==> src/rtl/idu_if.sv <==
// Decode-stage bundle: fetch inputs, exu controls, regfile/writeback ports and decode results.
// The slave modport is the decoder's view; the master modport drives it.
interface idu_if;
    logic [31:0] instr_i;
    logic [31:0] pc_i;
    logic        jump_valid_i;
    logic        hold_valid_i;
    logic [4:0]  rs1_addr_o;
    logic [4:0]  rs2_addr_o;
    logic [31:0] rs1_data_i;
    logic [31:0] rs2_data_i;
    logic        wb_we_i;
    logic [4:0]  wb_addr_i;
    logic [31:0] wb_data_i;
    logic        valid_o;
    logic [31:0] pc_o;
    logic [31:0] instr_o;
    logic [31:0] imm_o;
    logic [31:0] rs1_data_o;
    logic [31:0] rs2_data_o;
    logic [4:0]  rd_addr_o;
    logic        rd_we_o;
    logic [3:0]  op_class_o;
    logic [2:0]  funct3_o;
    logic        funct7b5_o;
    logic        illegal_o;

    modport slave (
        input  instr_i, pc_i, jump_valid_i, hold_valid_i, rs1_data_i, rs2_data_i,
               wb_we_i, wb_addr_i, wb_data_i,
        output rs1_addr_o, rs2_addr_o, valid_o, pc_o, instr_o, imm_o, rs1_data_o,
               rs2_data_o, rd_addr_o, rd_we_o, op_class_o, funct3_o, funct7b5_o, illegal_o
    );

    modport master (
        output instr_i, pc_i, jump_valid_i, hold_valid_i, rs1_data_i, rs2_data_i,
               wb_we_i, wb_addr_i, wb_data_i,
        input  rs1_addr_o, rs2_addr_o, valid_o, pc_o, instr_o, imm_o, rs1_data_o,
               rs2_data_o, rd_addr_o, rd_we_o, op_class_o, funct3_o, funct7b5_o, illegal_o
    );
endinterface

==> src/rtl/idu.sv <==
// RV32I instruction decode stage: one register stage between fetch and execute with
// writeback bypass, post-jump squashing and exu-driven hold.
module idu #(
    parameter int unsigned FLUSH_CYCLES = 2,
    parameter logic [31:0] NOP_INSTR    = 32'h0000_0013
) (
    input logic clk,
    input logic rst,
    idu_if.slave bus
);
    localparam int unsigned    SQ_W    = (FLUSH_CYCLES < 1) ? 1 : $clog2(FLUSH_CYCLES + 1);
    localparam logic [SQ_W-1:0] SQ_LOAD = SQ_W'(FLUSH_CYCLES);

    localparam logic [3:0] OPC_LUI    = 4'd0;
    localparam logic [3:0] OPC_AUIPC  = 4'd1;
    localparam logic [3:0] OPC_JAL    = 4'd2;
    localparam logic [3:0] OPC_JALR   = 4'd3;
    localparam logic [3:0] OPC_BRANCH = 4'd4;
    localparam logic [3:0] OPC_LOAD   = 4'd5;
    localparam logic [3:0] OPC_STORE  = 4'd6;
    localparam logic [3:0] OPC_OPIMM  = 4'd7;
    localparam logic [3:0] OPC_OP     = 4'd8;
    localparam logic [3:0] OPC_FENCE  = 4'd9;
    localparam logic [3:0] OPC_SYSTEM = 4'd10;
    localparam logic [3:0] OPC_NOP    = 4'd15;

    typedef struct packed {
        logic        valid;
        logic [31:0] pc;
        logic [31:0] instr;
        logic [31:0] imm;
        logic [31:0] rs1_data;
        logic [31:0] rs2_data;
        logic [4:0]  rd_addr;
        logic        rd_we;
        logic [3:0]  op_class;
        logic [2:0]  funct3;
        logic        funct7b5;
        logic        illegal;
    } dec_t;

    function automatic logic [31:0] imm_i_type(input logic [11:0] f);
        return {{20{f[11]}}, f};
    endfunction

    function automatic logic [31:0] imm_s_type(input logic [6:0] hi, input logic [4:0] lo);
        return {{20{hi[6]}}, hi, lo};
    endfunction

    function automatic logic [31:0] imm_b_type(input logic [6:0] hi, input logic [4:0] lo);
        return {{19{hi[6]}}, hi[6], lo[0], hi[5:0], lo[4:1], 1'b0};
    endfunction

    function automatic logic [31:0] imm_u_type(input logic [19:0] f);
        return {f, 12'd0};
    endfunction

    function automatic logic [31:0] imm_j_type(input logic [19:0] f);
        return {{11{f[19]}}, f[19], f[7:0], f[8], f[18:9], 1'b0};
    endfunction

    // x0 reads as zero; a same-cycle writeback to the source register wins over the regfile.
    function automatic logic [31:0] read_operand(input logic [4:0] addr, input logic [31:0] rf_data,
                                                 input logic wb_we, input logic [4:0] wb_addr,
                                                 input logic [31:0] wb_data);
        if (addr == 5'd0) begin
            return 32'd0;
        end else if (wb_we && (wb_addr == addr)) begin
            return wb_data;
        end else begin
            return rf_data;
        end
    endfunction

    function automatic dec_t bubble(input logic [31:0] pc);
        dec_t b;
        b          = '0;
        b.pc       = pc;
        b.instr    = NOP_INSTR;
        b.op_class = OPC_NOP;
        return b;
    endfunction

    logic [6:0]      opcode_s;
    logic [2:0]      funct3_s;
    logic [6:0]      funct7_s;
    logic [4:0]      rd_s;
    logic [3:0]      class_raw_s;
    logic [31:0]     imm_raw_s;
    logic            op_bad_s;
    logic            illegal_s;
    logic            rd_we_s;
    dec_t            decoded_s;
    dec_t            dec_nxt_s;
    dec_t            dec_r;
    logic [SQ_W-1:0] sq_nxt_s;
    logic [SQ_W-1:0] sq_cnt_r;

    assign opcode_s       = bus.instr_i[6:0];
    assign funct3_s       = bus.instr_i[14:12];
    assign funct7_s       = bus.instr_i[31:25];
    assign rd_s           = bus.instr_i[11:7];
    assign bus.rs1_addr_o = bus.instr_i[19:15];
    assign bus.rs2_addr_o = bus.instr_i[24:20];

    // Opcode classification, immediate selection and legality of the current instr_i.
    always_comb begin
        class_raw_s = OPC_NOP;
        imm_raw_s   = 32'd0;
        op_bad_s    = 1'b0;
        case (opcode_s)
            7'b0110111: begin class_raw_s = OPC_LUI;    imm_raw_s = imm_u_type(bus.instr_i[31:12]); end
            7'b0010111: begin class_raw_s = OPC_AUIPC;  imm_raw_s = imm_u_type(bus.instr_i[31:12]); end
            7'b1101111: begin class_raw_s = OPC_JAL;    imm_raw_s = imm_j_type(bus.instr_i[31:12]); end
            7'b1100111: begin class_raw_s = OPC_JALR;   imm_raw_s = imm_i_type(bus.instr_i[31:20]); end
            7'b1100011: begin class_raw_s = OPC_BRANCH; imm_raw_s = imm_b_type(funct7_s, rd_s); end
            7'b0000011: begin class_raw_s = OPC_LOAD;   imm_raw_s = imm_i_type(bus.instr_i[31:20]); end
            7'b0100011: begin class_raw_s = OPC_STORE;  imm_raw_s = imm_s_type(funct7_s, rd_s); end
            7'b0010011: begin class_raw_s = OPC_OPIMM;  imm_raw_s = imm_i_type(bus.instr_i[31:20]); end
            7'b0110011: begin class_raw_s = OPC_OP;     imm_raw_s = 32'd0; end
            7'b0001111: begin class_raw_s = OPC_FENCE;  imm_raw_s = imm_i_type(bus.instr_i[31:20]); end
            7'b1110011: begin class_raw_s = OPC_SYSTEM; imm_raw_s = imm_i_type(bus.instr_i[31:20]); end
            default:    begin class_raw_s = OPC_NOP;    imm_raw_s = 32'd0; end
        endcase

        // Only ADD/SUB and SRL/SRA may carry funct7 = 0x20 among the base OP encodings.
        if (class_raw_s != OPC_OP) begin
            op_bad_s = 1'b0;
        end else if ((funct7_s != 7'h00) && (funct7_s != 7'h20)) begin
            op_bad_s = 1'b1;
        end else if ((funct7_s == 7'h20) && (funct3_s != 3'b000) && (funct3_s != 3'b101)) begin
            op_bad_s = 1'b1;
        end else begin
            op_bad_s = 1'b0;
        end
    end

    assign illegal_s = (class_raw_s == OPC_NOP) || op_bad_s;

    // Destination write enable for the classes that produce a register result.
    always_comb begin
        rd_we_s = 1'b0;
        if (illegal_s) begin
            rd_we_s = 1'b0;
        end else begin
            case (class_raw_s)
                OPC_LUI, OPC_AUIPC, OPC_JAL, OPC_JALR,
                OPC_LOAD, OPC_OPIMM, OPC_OP: rd_we_s = (rd_s != 5'd0);
                default:                     rd_we_s = 1'b0;
            endcase
        end
    end

    // Assemble the full decode record for a normally advancing instruction.
    always_comb begin
        decoded_s          = '0;
        decoded_s.valid    = 1'b1;
        decoded_s.pc       = bus.pc_i;
        decoded_s.instr    = bus.instr_i;
        decoded_s.rs1_data = read_operand(bus.rs1_addr_o, bus.rs1_data_i, bus.wb_we_i,
                                          bus.wb_addr_i, bus.wb_data_i);
        decoded_s.rs2_data = read_operand(bus.rs2_addr_o, bus.rs2_data_i, bus.wb_we_i,
                                          bus.wb_addr_i, bus.wb_data_i);
        decoded_s.rd_addr  = rd_s;
        decoded_s.rd_we    = rd_we_s;
        decoded_s.funct3   = funct3_s;
        decoded_s.funct7b5 = funct7_s[5];
        decoded_s.illegal  = illegal_s;
        if (illegal_s) begin
            decoded_s.op_class = OPC_NOP;
            decoded_s.imm      = 32'd0;
        end else begin
            decoded_s.op_class = class_raw_s;
            decoded_s.imm      = imm_raw_s;
        end
    end

    // Load priority: jump, then hold, then pending squash, then the decoded instruction.
    always_comb begin
        dec_nxt_s = dec_r;
        sq_nxt_s  = sq_cnt_r;
        if (bus.jump_valid_i) begin
            dec_nxt_s = bubble(bus.pc_i);
            sq_nxt_s  = SQ_LOAD;
        end else if (bus.hold_valid_i) begin
            dec_nxt_s = dec_r;
            sq_nxt_s  = sq_cnt_r;
        end else if (sq_cnt_r != {SQ_W{1'b0}}) begin
            dec_nxt_s = bubble(bus.pc_i);
            sq_nxt_s  = sq_cnt_r - SQ_W'(1);
        end else begin
            dec_nxt_s = decoded_s;
            sq_nxt_s  = sq_cnt_r;
        end
    end

    // Pipeline register and squash counter.
    always_ff @(posedge clk or posedge rst) begin
        if (rst) begin
            dec_r    <= bubble(32'd0);
            sq_cnt_r <= {SQ_W{1'b0}};
        end else begin
            dec_r    <= dec_nxt_s;
            sq_cnt_r <= sq_nxt_s;
        end
    end

    assign bus.valid_o    = dec_r.valid;
    assign bus.pc_o       = dec_r.pc;
    assign bus.instr_o    = dec_r.instr;
    assign bus.imm_o      = dec_r.imm;
    assign bus.rs1_data_o = dec_r.rs1_data;
    assign bus.rs2_data_o = dec_r.rs2_data;
    assign bus.rd_addr_o  = dec_r.rd_addr;
    assign bus.rd_we_o    = dec_r.rd_we;
    assign bus.op_class_o = dec_r.op_class;
    assign bus.funct3_o   = dec_r.funct3;
    assign bus.funct7b5_o = dec_r.funct7b5;
    assign bus.illegal_o  = dec_r.illegal;
endmodule

==> src/flat_wrapper.sv <==
// flat-port wrapper written by rule: the top's interface ports become plain ports
module idu_flat 
#(
    parameter int unsigned FLUSH_CYCLES = 2,
    parameter logic [31:0] NOP_INSTR    = 32'h0000_0013
)
  (clk, rst, bus_instr_i, bus_pc_i, bus_jump_valid_i, bus_hold_valid_i, bus_rs1_data_i, bus_rs2_data_i, bus_wb_we_i, bus_wb_addr_i, bus_wb_data_i, bus_rs1_addr_o, bus_rs2_addr_o, bus_valid_o, bus_pc_o, bus_instr_o, bus_imm_o, bus_rs1_data_o, bus_rs2_data_o, bus_rd_addr_o, bus_rd_we_o, bus_op_class_o, bus_funct3_o, bus_funct7b5_o, bus_illegal_o);
  idu_if bus_i ();
  input logic clk;
  input logic rst;
  input wire logic [$bits(bus_i.instr_i)-1:0] bus_instr_i;
  input wire logic [$bits(bus_i.pc_i)-1:0] bus_pc_i;
  input wire logic [$bits(bus_i.jump_valid_i)-1:0] bus_jump_valid_i;
  input wire logic [$bits(bus_i.hold_valid_i)-1:0] bus_hold_valid_i;
  input wire logic [$bits(bus_i.rs1_data_i)-1:0] bus_rs1_data_i;
  input wire logic [$bits(bus_i.rs2_data_i)-1:0] bus_rs2_data_i;
  input wire logic [$bits(bus_i.wb_we_i)-1:0] bus_wb_we_i;
  input wire logic [$bits(bus_i.wb_addr_i)-1:0] bus_wb_addr_i;
  input wire logic [$bits(bus_i.wb_data_i)-1:0] bus_wb_data_i;
  output wire logic [$bits(bus_i.rs1_addr_o)-1:0] bus_rs1_addr_o;
  output wire logic [$bits(bus_i.rs2_addr_o)-1:0] bus_rs2_addr_o;
  output wire logic [$bits(bus_i.valid_o)-1:0] bus_valid_o;
  output wire logic [$bits(bus_i.pc_o)-1:0] bus_pc_o;
  output wire logic [$bits(bus_i.instr_o)-1:0] bus_instr_o;
  output wire logic [$bits(bus_i.imm_o)-1:0] bus_imm_o;
  output wire logic [$bits(bus_i.rs1_data_o)-1:0] bus_rs1_data_o;
  output wire logic [$bits(bus_i.rs2_data_o)-1:0] bus_rs2_data_o;
  output wire logic [$bits(bus_i.rd_addr_o)-1:0] bus_rd_addr_o;
  output wire logic [$bits(bus_i.rd_we_o)-1:0] bus_rd_we_o;
  output wire logic [$bits(bus_i.op_class_o)-1:0] bus_op_class_o;
  output wire logic [$bits(bus_i.funct3_o)-1:0] bus_funct3_o;
  output wire logic [$bits(bus_i.funct7b5_o)-1:0] bus_funct7b5_o;
  output wire logic [$bits(bus_i.illegal_o)-1:0] bus_illegal_o;
  assign bus_i.instr_i = bus_instr_i;
  assign bus_i.pc_i = bus_pc_i;
  assign bus_i.jump_valid_i = bus_jump_valid_i;
  assign bus_i.hold_valid_i = bus_hold_valid_i;
  assign bus_i.rs1_data_i = bus_rs1_data_i;
  assign bus_i.rs2_data_i = bus_rs2_data_i;
  assign bus_i.wb_we_i = bus_wb_we_i;
  assign bus_i.wb_addr_i = bus_wb_addr_i;
  assign bus_i.wb_data_i = bus_wb_data_i;
  assign bus_rs1_addr_o = bus_i.rs1_addr_o;
  assign bus_rs2_addr_o = bus_i.rs2_addr_o;
  assign bus_valid_o = bus_i.valid_o;
  assign bus_pc_o = bus_i.pc_o;
  assign bus_instr_o = bus_i.instr_o;
  assign bus_imm_o = bus_i.imm_o;
  assign bus_rs1_data_o = bus_i.rs1_data_o;
  assign bus_rs2_data_o = bus_i.rs2_data_o;
  assign bus_rd_addr_o = bus_i.rd_addr_o;
  assign bus_rd_we_o = bus_i.rd_we_o;
  assign bus_op_class_o = bus_i.op_class_o;
  assign bus_funct3_o = bus_i.funct3_o;
  assign bus_funct7b5_o = bus_i.funct7b5_o;
  assign bus_illegal_o = bus_i.illegal_o;
  idu #(.FLUSH_CYCLES(FLUSH_CYCLES), .NOP_INSTR(NOP_INSTR)) u_core (.clk(clk), .rst(rst), .bus(bus_i));
endmodule
==> config.mk <==
export PLATFORM = sky130hd
export DESIGN_NAME = idu_flat
export DESIGN_NICKNAME = d
export VERILOG_FILES = /design/src/rtl/idu_if.sv /design/src/rtl/idu.sv /design/src/flat_wrapper.sv
export SDC_FILE = /design/constraint.sdc
export NUM_CORES = 1
export LEC_CHECK = 0
export CAP_MARGIN = 20
export CORE_ASPECT_RATIO = 0.6
export CORE_MARGIN = 1
export CORE_UTILIZATION = 35
export DETAILED_ROUTE_END_ITERATION = 8
export PLACE_DENSITY = 0.74
export SYNTH_ARGS = -nofsm -noshare
export SYNTH_HDL_FRONTEND = slang
export SYNTH_SLANG_ARGS = --single-unit
==> constraint.sdc <==
create_clock -name clk -period 6.6 [get_ports clk]
set_input_delay 1.32 -clock clk [delete_from_list [all_inputs] [get_ports clk]]
set_output_delay 1.32 -clock clk [all_outputs]
set_load 0.01 [all_outputs]
==> metrics.txt <==
outcome finished, violations left; failing checks design-rule violations; final hold slack 464 ps; Clock Pin Slew Worst Setup and Hold Paths 60 ps; Least-Margin Pin Slew around 1100 ps; final setup fails 0; Setup Total Neg Slack 0 ps; LEAKAGE 4.94 nW; post-cts hold buffer count 0; count leader, synth nand2_1; via count 6838; die width 193 um; crit-path max cell delay about 730 ps; H-tree levels 4; crit start category input pin; Rows slightly above 40; Hold Path Sink u_core.bus.pc_o[18]; Synth Register Bits between 150 and 200; clk_lat worst skew 420 ps; worst r2r dst u_core.bus.imm_o[15]; sequential area share after synthesis between 50% and 60%; Post-synth ARST share 100%; Antenna Cells 0; Power, Total roughly 2.4 mW; GP Congestion 0.887; Yosys warning total 0; # nets final 1230; vias in the first global route 6760; Crit path top cell by count clkdlybuf4s50_1; Cell Area, Placed 11300 um2; Area Overhead vs Synth 53.9%; Die Y 117 um; critical path arrival approximately 2700 ps; Final Cell Area 11800 um2; final HPWL from detailed placement 18900 um; Crit path buffers/inverters 2; worst vdd ir 0.162 mV; post-synth net total 917; final worst slack approximately 2600 ps; syn_area_per_cell around 10 um2; routed len/inst about 19 um; min-delay src u_core.bus.pc_o[18]; Crit Reg-Reg Startpoint u_core.sq_cnt_r[0]; total CTS buffers 17; gr ovfl total 0; MaxCap Viol Count 0; Core Util, Final about 56%; Initial Utilization 36.1%; Max Clock Freq 250 MHz; Max stage delay cell, worst path clkdlybuf4s50_1; area of the mapped netlist 7680 um2; Synth area leader dfrtp_1; power density cells 206 nW/um2; CP Launch Point bus_instr_i[23]; Reg2Reg Depth 5; crit-path cells clkdlybuf4s50_1 -> clkdlybuf4s50_1; Via density 5.07; worst setup path class in -> out; Clock Sinks 169; max-slew violation count 0; top cell type's share of synthesized area a little over half; fin cells roughly 1300; EDFF count, synth 0; clock skew 8.00 ps; Top delay family on crit path buffers and inverters; worst endpoint required time 5280 ps; placed cells 1319; RSZ-0062 raised after global routing false; Synth area leaders dfrtp_1, nand2_1, mux2i_1; Clock Tree Buf Depth 2; initial antenna violation count 0; share of cells above drive strength 1 ~6.3%; # Post-CTS Setup Buffers 0; CP Capture Type primary output; CTS root buffer clkbuf_16; minimum clock period between 3000 and 4000 ps; reg-to-reg slack, setup 4260 ps; core area 21200 um2; Hold Path Stages 2; post-place setup slack 2550 ps; First DRT Iteration DRCs 503; synth cell count leaders nand2_1, dfrtp_1, o21ai_0, mux2i_1, a22o_1; Post-Syn Instances 746; first-pass GRT wire length approximately 38000 um; Fin. Hold Viols 0; Slew headroom 26.6%; cts repair resizes 0; Pre-antenna DRT Iters 9; Ports 356; Crit Path Max Fanout 6; CTS tree built; final wirelength roughly 26000 um; Tcrit/Tclk final 60.6%; Post-route DRC 18; aggregate global-route resource usage a little under a quarter; most common flop cell mapped by yosys dfrtp_1; Buffers on Ports 355; hold crit path type reg -> reg; pin count of the biggest net entering global routing 65; post-route ant nets 0; die area 22500 um2; distinct cell type count after synthesis 59
cells in the final DEF, fill, tap and decap left out, drive strengths merged, types with 5 or more instances in the layout:
cell type	instances
clkdlybuf4s50	355
nand2	188
dfrtp	162
o21ai	83
mux2i	64
a22o	35
clkbuf	23
a21oi	19
nor2	18
a221o	10
xor2	9
nor3	9
buf	8
dfstp	7
inv	6
nand2b	5
cells by family after synthesis:
group	after synthesis	synth area share, %
compound gates	175	15.2
xor+xnor	13	1.48
fa+ha+maj	1	0.163
buf+inv	75	5.57
flops	169	55.2
mux	64	8.35
simple gates	249	14.0
worst max path at each step:
stage | endpoint | slack (ps) | depth (start not counted)
floorplan | u_core.bus.funct3_o[0] | 720 | 1
global placement | bus_rs2_addr_o[3] | 2620 | 2
detailed placement | u_core.bus.rs2_data_o[12] | 2550 | 6
CTS | bus_rs2_addr_o[3] | 2590 | 2
global route | bus_rs2_addr_o[3] | 2550 | 2
finish | bus_rs2_addr_o[3] | 2600 | 2
where the power goes:
| group | internal (mW) | switching [mW] | leakage [nW] |
|---|---|---|---|
| clock | 0.554 | 0.400 | 0.271 |
| sequential | 1.07 | 0.0218 | 2.26 |
| combinational | 0.204 | 0.174 | 2.41 |
| total | 1.83 | 0.596 | 4.94 |
flip-flops by register name, indices dropped and copies added (netlist names):
signal and count:
u_core.bus.imm_o 32, u_core.bus.pc_o 32, u_core.bus.rs1_data_o 32, u_core.bus.rs2_data_o 32, u_core.bus.instr_o 26, u_core.bus.op_class_o 4, u_core.bus.rd_addr_o 4, u_core.bus.funct3_o 2
u_core.sq_cnt_r 2, u_core.bus.illegal_o 1, u_core.bus.rd_we_o 1, u_core.bus.valid_o 1
tightest hold or removal path, stage by stage (launching register included):
cell and delay [ps]:
dfrtp_1 340, nand2_1 50, nand2_1 50
layout make-up:
class | count | area (um2)
Clock buffer | 23 | 488
Tap cell | 279 | 349
Multi-Input combinational cell | 502 | 3030
Clock inverter | 7 | 68.8
Timing Repair Buffer | 363 | 3610
Fill cell | 1889 | 9420
Sequential cell | 169 | 4240
Inverter | 6 | 27.5
routing by layer:
metal	up-vias	global-route usage, %	wire [um]	part of all wire (%)
met4	0	6.04	305	1.2
met5	-	0	0	0
met2	267	34.4	11700	45
met3	21	7.15	2110	8.1
met1	3359	31.5	11800	46
li1	3191	-	-	-
No activity file was read; power rests on OpenSTA's default activity.
==> RTL edit 1 (config.mk and constraints unchanged) <==
`FLUSH_CYCLES` is set to 2 in 2 places; all go to 8.
--- a/src/rtl/idu.sv
+++ b/src/rtl/idu.sv
@@ -1,7 +1,7 @@
 // RV32I instruction decode stage: one register stage between fetch and execute with
 // writeback bypass, post-jump squashing and exu-driven hold.
 module idu #(
-    parameter int unsigned FLUSH_CYCLES = 2,
+    parameter int unsigned FLUSH_CYCLES = 8,
     parameter logic [31:0] NOP_INSTR    = 32'h0000_0013
 ) (
     input logic clk,
--- a/src/flat_wrapper.sv
+++ b/src/flat_wrapper.sv
@@ -1,7 +1,7 @@
 // flat-port wrapper written by rule: the top's interface ports become plain ports
 module idu_flat 
 #(
-    parameter int unsigned FLUSH_CYCLES = 2,
+    parameter int unsigned FLUSH_CYCLES = 8,
     parameter logic [31:0] NOP_INSTR    = 32'h0000_0013
 )
   (clk, rst, bus_instr_i, bus_pc_i, bus_jump_valid_i, bus_hold_valid_i, bus_rs1_data_i, bus_rs2_data_i, bus_wb_we_i, bus_wb_addr_i, bus_wb_data_i, bus_rs1_addr_o, bus_rs2_addr_o, bus_valid_o, bus_pc_o, bus_instr_o, bus_imm_o, bus_rs1_data_o, bus_rs2_data_o, bus_rd_addr_o, bus_rd_we_o, bus_op_class_o, bus_funct3_o, bus_funct7b5_o, bus_illegal_o);
Function: not settled (the Yosys comparison gave no result); the edit may change what the design does.
==> RTL edit 1 against the original RTL <==
Synthesized area rose by 1.7%. Largest cell class unchanged. Routed wire length increased by 4.7%. Count of clock-buffer cells in the layout is 4 lower. Power rose by 7.4%. Design area grew 1.6%. Critical path type unchanged. Worst setup slack better by 0.050 ns. Sequential cell count up 2. Register-to-register slack improved by 0.16 ns.
==> RTL edit 1: results (changes against the original RTL) <==
The run finished with clean final reports. The run gives 4.42 ns (+0.16 ns) as the setup slack on the worst flop-to-flop path. The tools report the routed metal-1 wirelength as 11,800 um (about the same).

In this run the critical register-to-register path is captured at u_core.bus.imm_o[13]$_DFFE_PP0P_. The tools report the arrival time reported for the critical path endpoint as 2.63 ns (-0.05 ns). The detailed-placement wirelength estimate came out at 19,200 um (+1.7%). The run gives 0.0114 mm^2 (+1.1%) as the cell area after placement. The hold-critical path endpoint is u_core.bus.pc_o[7]$_DFFE_PP0P_.

The total routed wirelength was 27,200 um (+4.7%); the logic depth of the worst register-to-register path was 7 (+2). The register area share after synthesis is 54.9% (-0.26 points). The wire length of the first global-routing pass is 42,300 um (+9.9%). Sorting the synthesized cells by how often they occur yields 189 x nand2_1, 164 x dfrtp_1, 64 x mux2i_1. Met1 routing resource usage after global routing: 32.5% (+1.0 points). The share of post-route cells with drive strength above 1 is 5.53% (-0.73 points). The count of fill cells added during filler insertion is 1,878 (-0.58%), and the mean number of vias per cell is 5.11 (+0.91%). Post-synthesis area per instance: 10.2 um^2 (-0.73%). The synthesized net count was 935 (+2.0%); the power per cell area was 217 mW/mm^2 (+5.7%). The critical-path maximum fanout came out at 7 (+1). The run gives 0.884 (-0.28%) as the final weighted congestion in routability-driven placement. Total track usage: 24.2% (+1.4 points).

The internal portion of total power is 1.94 mW (+6.0%). The number of search-and-repair iterations in the first detailed-routing pass is 5 (-4), and the number of instances in the synthesized netlist is 764 (+2.4%). The tools report the worst hold-check slack as 0.466 ns (+0.00223 ns). The sequential cell fraction of total power came out at 42.9% (-2.2 points). The routed wire length per instance was 19.9 um (+3.4%). The largest voltage drop on the vdd net was 0.000169 V (+4.0%).

The tools report the leakage power figure as 4.95 nW (+0.29%). Start point of the worst min-delay path: u_core.bus.pc_o[7]$_DFFE_PP0P_. The run gives 12,400 um (+6.2%) as the met2 wire length.
-- RTL edit 1: cell count changes after synthesis, sizes merged, moves of 4 or more --
cell,delta
and3,+5
nor3,-4
o21ai,+9
nor4,+4
o21bai,+4
a22oi,+4
nor3b,+4
a31oi,+4
-- RTL edit 1: kinds of logic after synthesis --
kind of cell	count (synthesis)	share of synthesized area, %
DFF	171	54.9
adders and majority gates	1	0.160
xor gates and xnor gates	13	1.46
muxes	64	8.21
buffers and inverters	79	5.74
and+or+nand+nor	244	13.6
AOI/OAI and AO/OA	192	15.9
-- RTL edit 1: worst max path at each step --
stage | to | cells past startpoint | slack [ns] | start
2_1_floorplan | u_core.bus.funct3_o[0]$_DFFE_PP0P_ | 1 | 0.66 | rst
3_3_place_gp | u_core.bus.rs2_data_o[10]$_DFFE_PP0P_ | 6 | 2.65 | bus_instr_i[22]
3_5_place_dp | u_core.bus.rs2_data_o[10]$_DFFE_PP0P_ | 6 | 2.55 | bus_instr_i[22]
4_1_cts | bus_rs2_addr_o[0] | 2 | 2.65 | bus_instr_i[20]
5_1_grt | bus_rs2_addr_o[0] | 2 | 2.62 | bus_instr_i[20]
6_report | bus_rs2_addr_o[0] | 2 | 2.65 | bus_instr_i[20]
-- RTL edit 1: area by class of cell --
cell class	count	area (um^2)	area share, %
Multi-Input combinational cell	514	3090	25.7
Timing Repair Buffer	361	3620	30.2
Antenna cell	2	5.00	0.0417
Clock inverter	13	191	1.59
Inverter	7	31.3	0.261
Sequential cell	171	4290	35.7
Tap cell	279	349	2.91
Clock buffer	19	433	3.61
==> RTL edit 2 (config.mk and constraints unchanged) <==
Made on the original files. Make the reset (`rst`) synchronous in one clocked block.
--- a/src/rtl/idu.sv
+++ b/src/rtl/idu.sv
@@ -195,7 +195,7 @@
     end
 
     // Pipeline register and squash counter.
-    always_ff @(posedge clk or posedge rst) begin
+    always_ff @(posedge clk) begin
         if (rst) begin
             dec_r    <= bubble(32'd0);
             sq_cnt_r <= {SQ_W{1'b0}};
Check against the original RTL: differs if rst is asserted again (counterexample within 4 cycles, from zero or initial values and one cycle with rst high); with rst held inactive, the same outputs for 4 cycles.
==> RTL edit 2 against the original RTL <==
Power is 1.3% higher. Fmax is 2.9% lower. Synthesized area down 7.6%. Routed wire length increased by 2.1%. Hold slack worse by 0.017 ns. Worst setup slack worse by 0.12 ns. Clock power is 8% higher. First-iteration DRC count shrank 9.3%. Design area is 4.5% lower. Sequential cell count stayed put. Critical path type unchanged. Critical endpoint is now bus_rs2_addr_o[0]. Largest cell class is now buffers. Largest power group unchanged. Highest routed layer unchanged.
==> RTL edit 2: results (changes against the original RTL) <==
The run finished with clean final reports. By area the synthesized netlist is led by dfxtp_1 48%, mux2i_1 9.0%, nand2_1 8.0%. The adder and majority cell fraction of the synthesized area was 0% (-0.16 points).

The number of search-and-repair iterations in the first detailed-routing pass was 5 (-4). The minimum clock period after layout was 4.12 ns (+0.120 ns). Among all flip-flop cells after synthesis, the most frequent one is dfxtp_1. Share of post-route cells with drive strength above 1: 5.57% (-0.70 points).

The tools report the synthesized net count as 987 (+7.6%). For the net count of the finished layout, the log shows 1,289 (+4.8%). The largest voltage drop on the vdd net came out at 0.000180 V (+11%). The tools report the final clock skew as 0.0136 ns (+0.00564 ns).

The portion of total power attributed to combinational logic is 14.6% (-1.0 points), and the share of synthesized area spent on multiplexers is 9.19% (+0.84 points). The critical path's largest stage delay was 0.83 ns (+0.10 ns); the iteration-0 DRC count of the detailed router was 456 (-9.3%). The placement-stage worst setup slack was 2.45 ns (-0.102 ns); the number of global-route vias before repair was 6,846 (+1.3%). The synthesized-area fraction occupied by ao, oa, aoi and oai cells was 20.8% (+5.6 points). The power attributed to combinational cells came out at 360 uW (-5%).

For the setup slack on the worst flop-to-flop path, the log shows 4.66 ns (+0.40 ns). The logs give 49 (-17%) for the count of unique library cells instantiated by Yosys and 1,755 (-7.1%) for the count of fill cells added during filler insertion. The run gives 3.97 nW (-20%) as the leakage power figure. The tools report the total track usage as 24.9% (+2.2 points). The routed wire length per instance works out to 19.0 um (-1.4%). Share of the synthesized netlist area taken by xor and xnor gates: 1.48% (-0.0015 points).

The run gives 0.447 ns (-0.0168 ns) as the worst hold-check slack. The tools report the total number of vias as 7,189 (+5.1%). The logs give 0.954 (+7.6%) for the final weighted congestion in routability-driven placement and 817 (+9.5%) for the number of instances in the synthesized netlist. The logs give 76 (+17%) for the largest net degree at the start of global routing and 26,500 um (+2.1%) for the total routed wirelength. The tools report the hold-critical path endpoint as u_core.bus.rs2_data_o[5]$_SDFFE_PP0N_.

The post-placement cell count is 1,366 (+3.6%), and the slew at the pin with the worst max-slew slack is 1.10 ns (+0.000629 ns). The startpoint identified for the worst hold timing path is u_core.bus.rs2_data_o[5]$_SDFFE_PP0N_. The signed area change from the synthesized netlist to the final layout is 59.0%, and the wire length of the first global-routing pass is 39,700 um (+3.3%). The detailed-placement wirelength estimate came out at 19,500 um (+2.9%). In this run the critical register-to-register path is captured at u_core.bus.rs2_data_o[3]$_SDFFE_PP0N_.
## RTL edit 2: cell count changes after synthesis, sizes merged, moves of 19 or more
cell / before / now
dfxtp: 0 / 169
a22o: 35 / 2
a22oi: 2 / 35
a32oi: 0 / 19
nor2: 18 / 54
nand2: 188 / 151
dfrtp: 162 / 0
a21oi: 19 / 64
## RTL edit 2: layout make-up
cell class,count,share of cell area (%)
Clock buffer,19,3.93
Clock inverter,13,1.40
Inverter,4,0.133
Multi-Input combinational cell,563,29.4
Sequential cell,169,30.0
Tap cell,266,2.95
Timing Repair Buffer,364,32.2
## RTL edit 2: per-layer routing
layer | vias up | global-route usage (%) | share of wire, %
met5 | - | 0 | 0
met4 | 0 | 7.70 | 2.0
met3 | 35 | 7.43 | 8.3
met2 | 316 | 37.3 | 43
met1 | 3380 | 34.3 | 46
li1 | 3458 | - | -
